===== src/rtl/multdiv_pkg.sv =====
// Shared types and constants for the multicycle signed multiply/divide unit.
package multdiv_pkg;

    localparam int unsigned WIDTH = 32;
    localparam int unsigned ADD_W = WIDTH + 1;
    localparam int unsigned CNT_W = 6;

    localparam logic [CNT_W-1:0] ITER_LAST = 6'd32;

    typedef enum logic [1:0] {
        IDLE = 2'd0,
        MULT = 2'd1,
        DIV  = 2'd2,
        DONE = 2'd3
    } state_t;

    typedef enum logic {
        OP_MULT = 1'b0,
        OP_DIV  = 1'b1
    } op_t;

    typedef struct packed {
        logic [WIDTH-1:0] value;
        logic             exc;
    } res_t;

    // Two's-complement magnitude; -2^31 maps to 2^31 as an unsigned value.
    function automatic logic [WIDTH-1:0] abs_val(input logic [WIDTH-1:0] x);
        return x[WIDTH-1] ? (~x + WIDTH'(1)) : x;
    endfunction

endpackage


===== src/rtl/multdiv_if.sv =====
// Operand/control/result bundle between the execute stage and multdiv_unit.
interface multdiv_if;
    import multdiv_pkg::*;

    logic [WIDTH-1:0] data_operandA;
    logic [WIDTH-1:0] data_operandB;
    logic             ctrl_MULT;
    logic             ctrl_DIV;
    logic [WIDTH-1:0] data_result;
    logic             data_exception;
    logic             data_resultRDY;
    logic             busy;

    modport master (
        output data_operandA, data_operandB, ctrl_MULT, ctrl_DIV,
        input  data_result, data_exception, data_resultRDY, busy
    );

    modport slave (
        input  data_operandA, data_operandB, ctrl_MULT, ctrl_DIV,
        output data_result, data_exception, data_resultRDY, busy
    );

endinterface


===== src/rtl/multdiv_addsub.sv =====
// 33-bit adder/subtractor shared by the Booth and restoring-divide datapaths.
module multdiv_addsub
    import multdiv_pkg::*;
(
    input  logic [ADD_W-1:0] a_i,
    input  logic [ADD_W-1:0] b_i,
    input  logic             sub_i,
    output logic [ADD_W-1:0] sum_o,
    output logic             cout_o
);

    logic [ADD_W-1:0] b_eff;

    assign b_eff = b_i ^ {ADD_W{sub_i}};
    assign {cout_o, sum_o} = {1'b0, a_i} + {1'b0, b_eff} + (ADD_W+1)'(sub_i);

endmodule


===== src/rtl/multdiv_unit.sv =====
// Multicycle signed 32-bit multiply (radix-2 Booth) / divide (restoring) unit.
// Result, exception and ready are registered; a new start always restarts.
module multdiv_unit
    import multdiv_pkg::*;
(
    input  logic      clock,
    input  logic      reset,
    multdiv_if.slave  bus
);

    state_t           state_q, state_d;
    logic [CNT_W-1:0] cnt_q, cnt_d;

    // Multiply: {acc_q, lo_q, qm1_q} = {P_hi, P_lo, q-1}.
    // Divide:   acc_q = remainder, lo_q = dividend shifting out / quotient shifting in.
    logic [WIDTH-1:0] acc_q, acc_d;
    logic [WIDTH-1:0] lo_q, lo_d;
    logic [WIDTH-1:0] opb_q, opb_d;
    logic             qm1_q, qm1_d;
    logic             neg_q, neg_d;
    logic             bzero_q, bzero_d;

    res_t             res_q, res_d;
    logic             rdy_q, rdy_d;
    logic             busy_q, busy_d;

    logic             start;
    op_t              start_op;
    logic             running;
    logic             iterate;
    logic             finish;

    logic [ADD_W-1:0] add_a, add_b, add_sum, booth_sel;
    logic             add_sub, add_cout;
    logic [WIDTH-1:0] quot_s;
    logic [WIDTH:0]   prod_top;

    assign start    = bus.ctrl_MULT | bus.ctrl_DIV;
    assign start_op = bus.ctrl_MULT ? OP_MULT : OP_DIV;
    assign running  = (state_q == MULT) || (state_q == DIV);
    assign iterate  = running && (cnt_q != ITER_LAST);
    assign finish   = running && (cnt_q == ITER_LAST);

    // Adder operand selection: Booth add/sub on sign-extended P_hi, or divide trial subtract.
    always_comb begin
        add_a   = {acc_q[WIDTH-1], acc_q};
        add_b   = {opb_q[WIDTH-1], opb_q};
        add_sub = lo_q[0] & ~qm1_q;
        if (state_q == DIV) begin
            add_a   = {acc_q, lo_q[WIDTH-1]};
            add_b   = {1'b0, opb_q};
            add_sub = 1'b1;
        end
    end

    multdiv_addsub u_addsub (
        .a_i    (add_a),
        .b_i    (add_b),
        .sub_i  (add_sub),
        .sum_o  (add_sum),
        .cout_o (add_cout)
    );

    assign booth_sel = (lo_q[0] ^ qm1_q) ? add_sum : add_a;
    assign quot_s    = neg_q ? (~lo_q + WIDTH'(1)) : lo_q;
    assign prod_top  = {acc_q, lo_q[WIDTH-1]};

    always_ff @(posedge clock or posedge reset) begin
        if (reset) begin
            state_q <= IDLE;
            cnt_q   <= '0;
        end else begin
            state_q <= state_d;
            cnt_q   <= cnt_d;
        end
    end

    // Next state; a start from any state overrides the normal sequence.
    always_comb begin
        state_d = state_q;
        cnt_d   = cnt_q;
        case (state_q)
            MULT, DIV: begin
                if (cnt_q == ITER_LAST) begin
                    state_d = DONE;
                end else begin
                    cnt_d = cnt_q + CNT_W'(1);
                end
            end
            DONE:    state_d = IDLE;
            default: ;
        endcase
        if (start) begin
            state_d = (start_op == OP_MULT) ? MULT : DIV;
            cnt_d   = '0;
        end
    end

    // Datapath and output next values; the final edge still reports even if a restart lands on it.
    always_comb begin
        acc_d   = acc_q;
        lo_d    = lo_q;
        opb_d   = opb_q;
        qm1_d   = qm1_q;
        neg_d   = neg_q;
        bzero_d = bzero_q;
        res_d   = res_q;
        rdy_d   = 1'b0;
        busy_d  = (state_d != IDLE);

        if (iterate) begin
            if (state_q == MULT) begin
                acc_d = booth_sel[ADD_W-1:1];
                lo_d  = {booth_sel[0], lo_q[WIDTH-1:1]};
                qm1_d = lo_q[0];
            end else begin
                acc_d = add_cout ? add_sum[WIDTH-1:0] : add_a[WIDTH-1:0];
                lo_d  = {lo_q[WIDTH-2:0], add_cout};
            end
        end

        if (finish) begin
            rdy_d = 1'b1;
            if (state_q == MULT) begin
                res_d.value = lo_q;
                res_d.exc   = ~(&prod_top) & (|prod_top);
            end else if (bzero_q) begin
                res_d.value = '0;
                res_d.exc   = 1'b1;
            end else begin
                res_d.value = quot_s;
                res_d.exc   = ~neg_q & lo_q[WIDTH-1];
            end
        end

        if (start) begin
            acc_d = '0;
            qm1_d = 1'b0;
            if (start_op == OP_MULT) begin
                lo_d    = bus.data_operandA;
                opb_d   = bus.data_operandB;
                neg_d   = 1'b0;
                bzero_d = 1'b0;
            end else begin
                lo_d    = abs_val(bus.data_operandA);
                opb_d   = abs_val(bus.data_operandB);
                neg_d   = bus.data_operandA[WIDTH-1] ^ bus.data_operandB[WIDTH-1];
                bzero_d = (bus.data_operandB == '0);
            end
        end
    end

    always_ff @(posedge clock or posedge reset) begin
        if (reset) begin
            acc_q   <= '0;
            lo_q    <= '0;
            opb_q   <= '0;
            qm1_q   <= 1'b0;
            neg_q   <= 1'b0;
            bzero_q <= 1'b0;
            res_q   <= '0;
            rdy_q   <= 1'b0;
            busy_q  <= 1'b0;
        end else begin
            acc_q   <= acc_d;
            lo_q    <= lo_d;
            opb_q   <= opb_d;
            qm1_q   <= qm1_d;
            neg_q   <= neg_d;
            bzero_q <= bzero_d;
            res_q   <= res_d;
            rdy_q   <= rdy_d;
            busy_q  <= busy_d;
        end
    end

    assign bus.data_result    = res_q.value;
    assign bus.data_exception = res_q.exc;
    assign bus.data_resultRDY = rdy_q;
    assign bus.busy           = busy_q;

endmodule


===== src/flat_wrapper.sv =====
// flat-port wrapper written by rule: the top's interface ports become plain ports
module multdiv_unit_flat import multdiv_pkg::*;
  (clock, reset, bus_data_operandA, bus_data_operandB, bus_ctrl_MULT, bus_ctrl_DIV, bus_data_result, bus_data_exception, bus_data_resultRDY, bus_busy);
  multdiv_if bus_i ();
  input  logic clock;
  input  logic reset;
  input wire logic [$bits(bus_i.data_operandA)-1:0] bus_data_operandA;
  input wire logic [$bits(bus_i.data_operandB)-1:0] bus_data_operandB;
  input wire logic [$bits(bus_i.ctrl_MULT)-1:0] bus_ctrl_MULT;
  input wire logic [$bits(bus_i.ctrl_DIV)-1:0] bus_ctrl_DIV;
  output wire logic [$bits(bus_i.data_result)-1:0] bus_data_result;
  output wire logic [$bits(bus_i.data_exception)-1:0] bus_data_exception;
  output wire logic [$bits(bus_i.data_resultRDY)-1:0] bus_data_resultRDY;
  output wire logic [$bits(bus_i.busy)-1:0] bus_busy;
  assign bus_i.data_operandA = bus_data_operandA;
  assign bus_i.data_operandB = bus_data_operandB;
  assign bus_i.ctrl_MULT = bus_ctrl_MULT;
  assign bus_i.ctrl_DIV = bus_ctrl_DIV;
  assign bus_data_result = bus_i.data_result;
  assign bus_data_exception = bus_i.data_exception;
  assign bus_data_resultRDY = bus_i.data_resultRDY;
  assign bus_busy = bus_i.busy;
  multdiv_unit u_core (.clock(clock), .reset(reset), .bus(bus_i));
endmodule

===== config.mk =====
export PLATFORM = sky130hd
export DESIGN_NAME = multdiv_unit_flat
export DESIGN_NICKNAME = d
export VERILOG_FILES = /design/src/rtl/multdiv_pkg.sv /design/src/rtl/multdiv_if.sv /design/src/rtl/multdiv_addsub.sv /design/src/rtl/multdiv_unit.sv /design/src/flat_wrapper.sv
export SDC_FILE = /design/constraint.sdc
export NUM_CORES = 1
export LEC_CHECK = 0
export CORE_MARGIN = 2
export CORE_UTILIZATION = 54
export DETAILED_ROUTE_END_ITERATION = 7
export PLACE_DENSITY = 0.78
export SLEW_MARGIN = 20
export SYNTH_ARGS = -nofsm -noshare
export SYNTH_HDL_FRONTEND = slang
export SYNTH_SLANG_ARGS = --single-unit

===== constraint.sdc =====
create_clock -name clock -period 4.3 [get_ports clock]
set_clock_uncertainty 0.1 [all_clocks]
set_input_delay 0.645 -clock clock [delete_from_list [all_inputs] [get_ports clock]]
set_output_delay 0.645 -clock clock [all_outputs]
set_load 0.01 [all_outputs]

# --- Yosys cells after proc, flatten, opt, wreduce, memory -nomap -nowiden ---
# Cells that the tools add are included.
op_classes:
  add_sub_neg: 6
  mux: 31
  n_eq_ne: 6
  bitwise: 13
  reduce_logical: 13
ops:
  columns: ["operator", "count"]
  rows:
  - ["$mux W32", 13]
  - ["$mux W33", 4]
  - ["$add A32 B1 Y32 const B", 3]
  - ["$not A32 Y32", 3]
  - ["$add A33 B33 Y34", 1]
  - ["$add A34 B1 Y34", 1]
  - ["$reduce_and A33 Y1", 1]
  - ["$reduce_or A33 Y1", 1]
  - ["$xor A33 B33 Y33", 1]
  - ["$logic_not A32 Y1", 1]
  - ["$mux W6", 3]
  - ["$reduce_bool A2 Y1", 4]
  - ["$mux W1", 7]
  - ["$add A6 B1 Y6 const B", 1]
  - ["$eq A6 B6 Y1 const B", 1]
  - ["$mux W2", 3]
  - ["$ne A6 B6 Y1 const B", 1]
  - ["$eq A2 B2 Y1 const B", 2]
  - ["$pmux W2 S2", 1]
  - ["$reduce_and A2 Y1", 2]
  - ["$and A1 B1 Y1", 3]
  - ["$not A1 Y1", 3]
  - ["$eq A2 B1 Y1 const B", 1]
  - ["$logic_and A1 B1 Y1", 2]
  - ["5 further kinds", 6]
totals:
  in_bits: 68
  output_inout_bits: 35
  regBits: 142

# --- Logic depth before layout (Yosys ltp) ---
# Gate-level depths: netlist of run 1.
depth:
  ltp_word: 10
  mapped_depth: 19
  mapped_depth_nobuf: 13

# --- By module ---
# From an unflattened synthesis of run 1, not the netlist that was laid out.
unflattened:
  cells_unflattened: 1436
  hier_area_um2: 11976.5
by_module_without_submodules:
  columns: ["module", "n_inst", "cells_per_inst", "seq_area_each_um2", "area_per_inst_um2"]
  rows:
  - ["multdiv_unit", 1, 1119, 3553.4, 9695.5]
  - ["multdiv_addsub", 1, 317, 0.0, 2280.9]

# --- Least setup slack after synthesis of run 1 ---
# Ideal clock, no wire load.
synth_timing:
  kind: "flip-flop to flip-flop"
  start: "register u_core.state_q[0]"
  end: "register u_core.acc_q[6]"
  n_path_buf: 5
  path_stages_with_launch: 19
  setup_time_ps: 124
  t_arrival_ps: 4238
  setup_slack_ps: -162
  t_required_ps: 4076
  synth_period_minus_slack_ps: 4462
  path_cell_list: "dfrtp_1 -> inv_1 -> ha_1 -> buf_2 -> buf_1 -> nor2_1 -> clkbuf_1 -> xnor2_1 -> ha_1 -> buf_2 -> a21oi_1 -> nand2_1 -> a311oi_1 -> or3b_2 -> o221ai_2 -> buf_4 -> mux2_2 -> o211ai_1 -> nand2_1"
synth_via:
  elab_chain_cells: 9
  elab_cells_between_ends: 16
synth_lines:
  columns: ["item", "line_no", "rtl"]
  rows:
  - ["start: declaration", "multdiv_unit.sv:11", "state_t state_q, state_d;"]
  - ["start signal: assignment", "multdiv_unit.sv:73", "state_q <= state_d;"]
  - ["$eq A2 B2 Y1", "multdiv_unit.sv:40, multdiv_unit.sv:49", null]
  - ["$mux W1 or $mux W33 (tied branches)", "multdiv_unit.sv:49", "if (state_q == DIV) begin"]
  - ["$xor A33 B33 Y33", "multdiv_addsub.sv:14", "assign b_eff = b_i ^ {ADD_W{sub_i}};"]
  - ["$add A33 B33 Y34", "multdiv_addsub.sv:15", "assign {cout_o, sum_o} = {1'b0, a_i} + {1'b0, b_eff} + (ADD_W+1)'(sub_i);"]
  - ["$add A34 B1 Y34", "multdiv_addsub.sv:15", null]
  - ["$mux W32 or $mux W33 (tied branches)", "multdiv_unit.sv:117, multdiv_unit.sv:64", null]
  - ["$mux W32", "multdiv_unit.sv:112", "if (state_q == MULT) begin"]
  - ["$mux W32", "multdiv_unit.sv:111", "if (iterate) begin"]
  - ["$mux W32", "multdiv_unit.sv:136", "if (start) begin"]
  - ["end signal: assignment", "multdiv_unit.sv:155", "acc_q <= '0;"]
  - ["end signal: assignment", "multdiv_unit.sv:165", "acc_q <= acc_d;"]
  - ["end: declaration", "multdiv_unit.sv:16", "logic [WIDTH-1:0] acc_q, acc_d;"]
# Parallel ways exist; a longest one is shown, timed or not. The select of a mux whose other input is x is not followed.
# A chain may end at the register's enable or synchronous reset.

# --- Worst setup path in the final report of run 1 ---
layout_timing:
  start: "register u_core.state_q[0]"
  end: "register u_core.acc_q[3]"
# Same word-level chain as after synthesis.

==> flow_summary.json, run 1 <==
{
  "post_cts_buffers": 0,
  "clockRootBuffer": "clkbuf_16",
  "cts_buffers": 17,
  "path_cells": "inv_1, ha_2, buf_12, buf_4, mux2_2, ha_1, a21oi_1, o21ai_0, a31o_2, or3b_2, o221ai_4, buf_4, mux2i_1, o21ai_0, a22o_1",
  "routed_wl_um": 35300,
  "post-route-drc-count": 0,
  "yosysMostFrequentCell": "nand2_1",
  "holdCritPathClass": "reg2reg",
  "slowest_stage": "or3b_2",
  "dieArea_sq_um": 23200,
  "critPathCaptureType": "flip-flop",
  "fin_tns_setup_ps": 0,
  "avgViaCountPerCell": 6.27,
  "cts_max_level": 4,
  "synth_edf_count": 0,
  "yosys.area.top_type": "dfrtp_1",
  "ir_drop_mv": 0.267,
  "crit_type": "reg2reg",
  "drive_gt1_share_pct": 10.0,
  "antenna_found_initial": 0,
  "fill_cells": 1879,
  "avgSynthCellArea_sq_um": 7.96,
  "status": "completed",
  "cp-start-kind": "flip-flop",
  "overflow": 0,
  "fin_crit_sh_pct": 95.8,
  "reg2reg_to": "u_core.acc_q[3]",
  "ys_ff_latch": 142,
  "grt_max_degree": 67,
  "hold-path-endpoint": "u_core.bus.data_result[21]",
  "rsz0062_at_grt": "no",
  "io_buffers": 102,
  "hp-start": "u_core.bus.data_result[21]",
  "hold_viol": 0,
  "critical_path_arrival_ps": 4330,
  "ff2ff_setup_slack_ps": 180,
  "reg2regPathDepth": 15,
  "die_w_um": 152,
  "final-seq-area_sq_um": 3550,
  "synth-main-ff-cell": "dfrtp_1",
  "max_freq_ghz": 0.243,
  "place_congestion": 1.01,
  "multiInputGateArea_sq_um": 7810,
  "fin_crit_ps": 4120,
  "worst_slew_pin_slew_ps": 949,
  "timing.hold.ws_ps": 378,
  "coreArea_sq_um": 21800,
  "n_antenna_cell": 0,
  "final_cell_area_sq_um": 14100,
  "clk_pin_slew_ps": 70,
  "required_ps": 4510,
  "syn2layout_area_growth_pct": 18.1,
  "drtIter0Drc": 1393,
  "cts.repair.resized": 0,
  "crit_path_max_incr_delay_ps": 500,
  "path_max_fanout": 23,
  "synth_cell_types": 69,
  "crit_family": "compound AO/OA/AOI/OAI gates",
  "maxCapViolCount": 0,
  "rows": 54,
  "setup_viol": 0,
  "slew_violations": 0,
  "routed-via-count": 11747,
  "cts_hold_buf": 0,
  "synthCells": 1495,
  "grt_pass1_vias": 10669,
  "ys_seq_area_share_pct": 29.9,
  "synth_top_cell_area_share_pct": 29.9,
  "die_h_um": 152,
  "clockBufferDepth": 2,
  "dp_hpwl_um": 26600,
  "start_util_pct": 54.7,
  "place_area_sq_um": 13500,
  "tritoncts": "done",
  "first_pass_iters": 8,
  "wl_per_cell_um": 18.9,
  "p_per_area_nw_per_um2": 356,
  "insertion_delay_ps": 430,
  "max-slew-margin-rel_pct": 36.7,
  "yosys-top-cells-area": "dfrtp_1, o21ai_0, xnor2_1",
  "critPathBufInv": 4,
  "p_leak_nw": 5.84,
  "ios": 103,
  "async_reset_ff_share_pct": 100,
  "synth_warnings": 0,
  "synth_commonest_cells": "nand2_1, o21ai_0, dfrtp_1",
  "syn-num-nets": 1605,
  "postRouteAntennaNets": 0,
  "grt_pass1_wl_um": 56800,
  "reg2reg_from": "u_core.state_q[0]",
  "fin_nets": 1690,
  "synthesis.area_sq_um": 11900,
  "track_usage_pct": 29.9,
  "cts.sinks": 142,
  "hold_depth": 2
}
==> cell usage in the layout (no fill, tap or decap), types with 39 or more instances in the layout <==
master	netlist	routed
nand2_1	190	190
o21ai_0	155	155
dfrtp_1	142	142
a21oi_1	120	119
nor2_1	109	107
clkdlybuf4s50_1	0	102
xnor2_1	85	85
buf_4	3	68
mux2i_1	65	65
o211ai_1	56	56
xor2_1	47	47
inv_1	40	39
ha_1	41	39
==> cells by family after synthesis <==
| family | Yosys count | share of synthesized area, % |
|---|---|---|
| mux | 91 | 7.93 |
| flops | 142 | 29.9 |
| simple gates | 479 | 19.2 |
| compound gates | 461 | 23.8 |
| xor+xnor | 132 | 9.72 |
| buf+inv | 148 | 4.99 |
| fa+ha+maj | 42 | 4.48 |
==> power breakdown <==
group / switching [mW] / internal [mW]
Clock: 0.628 / 0.857
Combinational: 1.11 / 0.779
Sequential: 0.183 / 1.45
==> worst register-to-register path: cells and delay by family (launching register included) <==
family | cells | cell delay, ps
AOI/OAI and AO/OA | 6 | 1180
adders and majority gates | 2 | 590
buffers and inverters | 4 | 690
DFF | 1 | 380
muxes | 2 | 570
and+or+nand+nor | 1 | 500
==> routing by layer <==
metal | global-route usage, % | vias up | wire [um]
li1 | - | 5602 | -
met1 | 44.5 | 5534 | 16200
met2 | 44.2 | 543 | 15300
met3 | 5.49 | 68 | 2930
met4 | 9.66 | 0 | 872
met5 | 0 | - | 0
==> layout make-up <==
class	count	share of cell area, %
clock buffer	19	3.08
multi-input combinational	1205	55.6
tap	280	2.49
sequential	142	25.3
inverter	40	1.09
timing repair buffer	174	11.5
clock inverter	13	1.01
==> through the flow <==
stage	worst slack (ps)	std cells	power [mW]	utilization, %
finish	179	1873	5.01	64.6
floorplan	79.6	1495	2.85	-
CTS	87.6	1873	4.96	64.5
detailed placement	123	1841	3.49	61.9
global route	6.15	1873	5.26	64.6
global placement	84.8	1841	3.46	61.9
==> worst max path at each step <==
stage | slack (ps) | startpoint | to | depth (start not counted)
floorplan | 80 | u_core.state_q[0] | u_core.acc_q[6] | 17
global placement | 80 | u_core.state_q[0] | u_core.acc_q[3] | 15
detailed placement | 120 | u_core.state_q[0] | u_core.acc_q[28] | 15
CTS | 90 | u_core.state_q[0] | u_core.acc_q[28] | 15
global route | 6 | u_core.state_q[0] | u_core.acc_q[31] | 16
finish | 180 | u_core.state_q[0] | u_core.acc_q[3] | 15
==> flip-flops by register name, indices dropped and copies added (netlist names) <==
name,flops
u_core.bus.data_resultRDY,1
u_core.neg_q,1
u_core.acc_q,32
u_core.lo_q,32
u_core.bus.data_exception,1
u_core.bus.busy,1
u_core.cnt_q,6
u_core.bzero_q,1
u_core.state_q,2
u_core.opb_q,32
u_core.qm1_q,1
u_core.bus.data_result,32
Note: power is estimated with default switching activity, not from simulation.
==> run 2: changes to the inputs <==
HOLD_SLACK_MARGIN = 0.05   (was not set)
REMOVE_ABC_BUFFERS = 1   (was not set)
==> run 2 against run 1 <==
  * First-iteration DRC count shrank 25%
  * Maximum frequency shrank 0.39%
  * Critical path depth is 1 lower
  * Global-route usage rose by 0.22 points
  * Non-clock buffer count decreased by 16
  * Routed wire length is 0.51% higher
  * Setup slack worse by 16 ps
  * Largest power group unchanged
==> flow_summary.json, run 2 (synthesis results as in run 1) <==
{
  "status": "completed",
  "start_util_pct": 54.7,
  "coreArea_sq_um": 21800,
  "routed-via-count": 11654,
  "tritoncts": "done",
  "overflow": 0,
  "ff2ff_setup_slack_ps": 160,
  "antenna_found_initial": 0,
  "layout_commonest_cell": "nand2_1",
  "cp-start-kind": "flip-flop",
  "fin_nets": 1674,
  "avgViaCountPerCell": 6.27,
  "crit_type": "reg2reg",
  "hold_viol": 0,
  "final_cell_area_sq_um": 14000,
  "setup_viol": 0,
  "io_buffers": 102,
  "final_cell_mix": "nand2_1, o21ai_0, dfrtp_1, a21oi_1, nor2_1",
  "wl_per_cell_um": 19.1,
  "clockRootBuffer": "clkbuf_16",
  "slew_violations": 0,
  "finalNonFillerCells": 1858,
  "ir_drop_mv": 0.262,
  "place_congestion": 0.972,
  "fill_cells": 1919,
  "p_leak_nw": 5.81,
  "first_pass_iters": 5,
  "required_ps": 4520,
  "dp_hpwl_um": 25800,
  "path_max_fanout": 22,
  "dpl.cell_count": 1824,
  "setup_slack_ps": 162,
  "reg2regPathDepth": 14,
  "max_freq_ghz": 0.242,
  "fin_crit_ps": 4140,
  "grt_pass1_vias": 11161,
  "cts_max_level": 4,
  "ios": 103,
  "critPathCaptureType": "flip-flop",
  "pre_cts_slack_ps": -60.0,
  "maxCapViolCount": 0,
  "die_w_um": 152,
  "fin_crit_sh_pct": 96.2,
  "max-slew-margin-rel_pct": 31.5,
  "cts.sinks": 142,
  "worst_slew_pin_slew_ps": 1030,
  "grt_max_degree": 131,
  "drtIter0Drc": 1051,
  "reg2reg_from": "u_core.state_q[0]",
  "critical_path_arrival_ps": 4360,
  "p_per_area_nw_per_um2": 362,
  "grt_pass1_wl_um": 57300,
  "crit_path_start": "u_core.state_q[0]",
  "clk_pin_slew_ps": 70,
  "reg2reg_to": "u_core.acc_q[16]",
  "clockBufferDepth": 2,
  "insertion_delay_ps": 430,
  "syn2layout_area_growth_pct": 17.8,
  "cts_buffers": 17,
  "post-route-drc-count": 0,
  "rows": 54,
  "die_h_um": 152,
  "track_usage_pct": 30.1,
  "routed_wl_um": 35500,
  "postRouteAntennaNets": 0,
  "drive_gt1_share_pct": 9.26,
  "dieArea_sq_um": 23200,
  "holdCritPathClass": "reg2reg",
  "crit_path_end": "u_core.acc_q[16]",
  "place_area_sq_um": 13300
}
==> run 2: final cells by class <==
| cell class | instances | area (sq um) | share of cell area, % |
|---|---|---|---|
| multi-input combinational | 1205 | 7820 | 55.8 |
| inverter | 40 | 155 | 1.11 |
| antenna | 1 | 2.50 | 0.0179 |
| timing repair buffer | 158 | 1490 | 10.6 |
| clock buffer | 18 | 439 | 3.13 |
| sequential | 142 | 3550 | 25.4 |
| clock inverter | 14 | 199 | 1.42 |
| tap | 280 | 350 | 2.50 |
==> run 2: power breakdown <==
part	leakage [nW]	total (mW)	internal, mW	switching (mW)
Clock	0.314	1.61	0.955	0.659
Sequential	1.83	1.61	1.45	0.158
Combinational	3.66	1.85	0.755	1.09
Total	5.81	5.07	3.16	1.91
==> run 2: worst max-delay path, cell delays in order, from the launching register on <==
cell,delay (ps)
dfrtp_1,430
inv_1,150
ha_4,200
buf_12,200
mux2_2,390
ha_1,340
a21oi_1,190
o21ai_1,130
a31o_2,300
or3b_2,510
o221ai_4,330
buf_6,250
mux2i_1,230
o32ai_1,100
a21o_1,170
==> run 2: what timing repair did <==
item                                    in CTS  in global routing
gates cloned                                 0                  0
hold buffers                                 0                  0
pin swaps                                    0                  1
endpoints found under the setup margin       1                 18
resized for setup                            1                  7
buffers inserted                             0                  1
==> run 2: how the worst min path moves through the flow <==
| stage | startpoint | end | slack (ps) | depth (start not counted) |
|---|---|---|---|---|
| after floorplan | u_core.opb_q[31] | u_core.opb_q[31] | 360 | 2 |
| after global placement | u_core.bus.data_result[22] | u_core.bus.data_result[22] | 360 | 2 |
| after detailed placement | u_core.bus.data_result[1] | u_core.bus.data_result[1] | 360 | 2 |
| after CTS | u_core.bus.data_result[1] | u_core.bus.data_result[1] | 380 | 2 |
| after global routing | u_core.bus.data_result[1] | u_core.bus.data_result[1] | 410 | 2 |
| final | u_core.bus.data_result[1] | u_core.bus.data_result[1] | 380 | 2 |
==> run 2: per-layer routing <==
metal  track usage, %  wire length [um]  up-vias
li1                 -                 -     5564
met1             39.6             14900     5506
met2             49.1             16700      478
met3             4.81              2410      106
met4             14.0              1460        0
met5                0                 0        -
==> run 2: stage by stage <==
step / setup TNS (ps) / utilization [%] / total power, mW / hold WS (ps)
after CTS: 0 / 64.2 / 5.04 / 377
after detailed placement: -60.0 / 61.2 / 3.42 / 362
after floorplan: -154230 / - / 2.82 / 360
after global placement: 0 / 61.2 / 3.40 / 362
after global routing: -4.01 / 64.4 / 5.33 / 411
final: 0 / 64.4 / 5.07 / 376
==> run 3: changes to the inputs <==
SKIP_LAST_GASP = 1   (was not set)
==> results of run 3 <==
Final layout, timing and power as in run 2 (identical DEF).
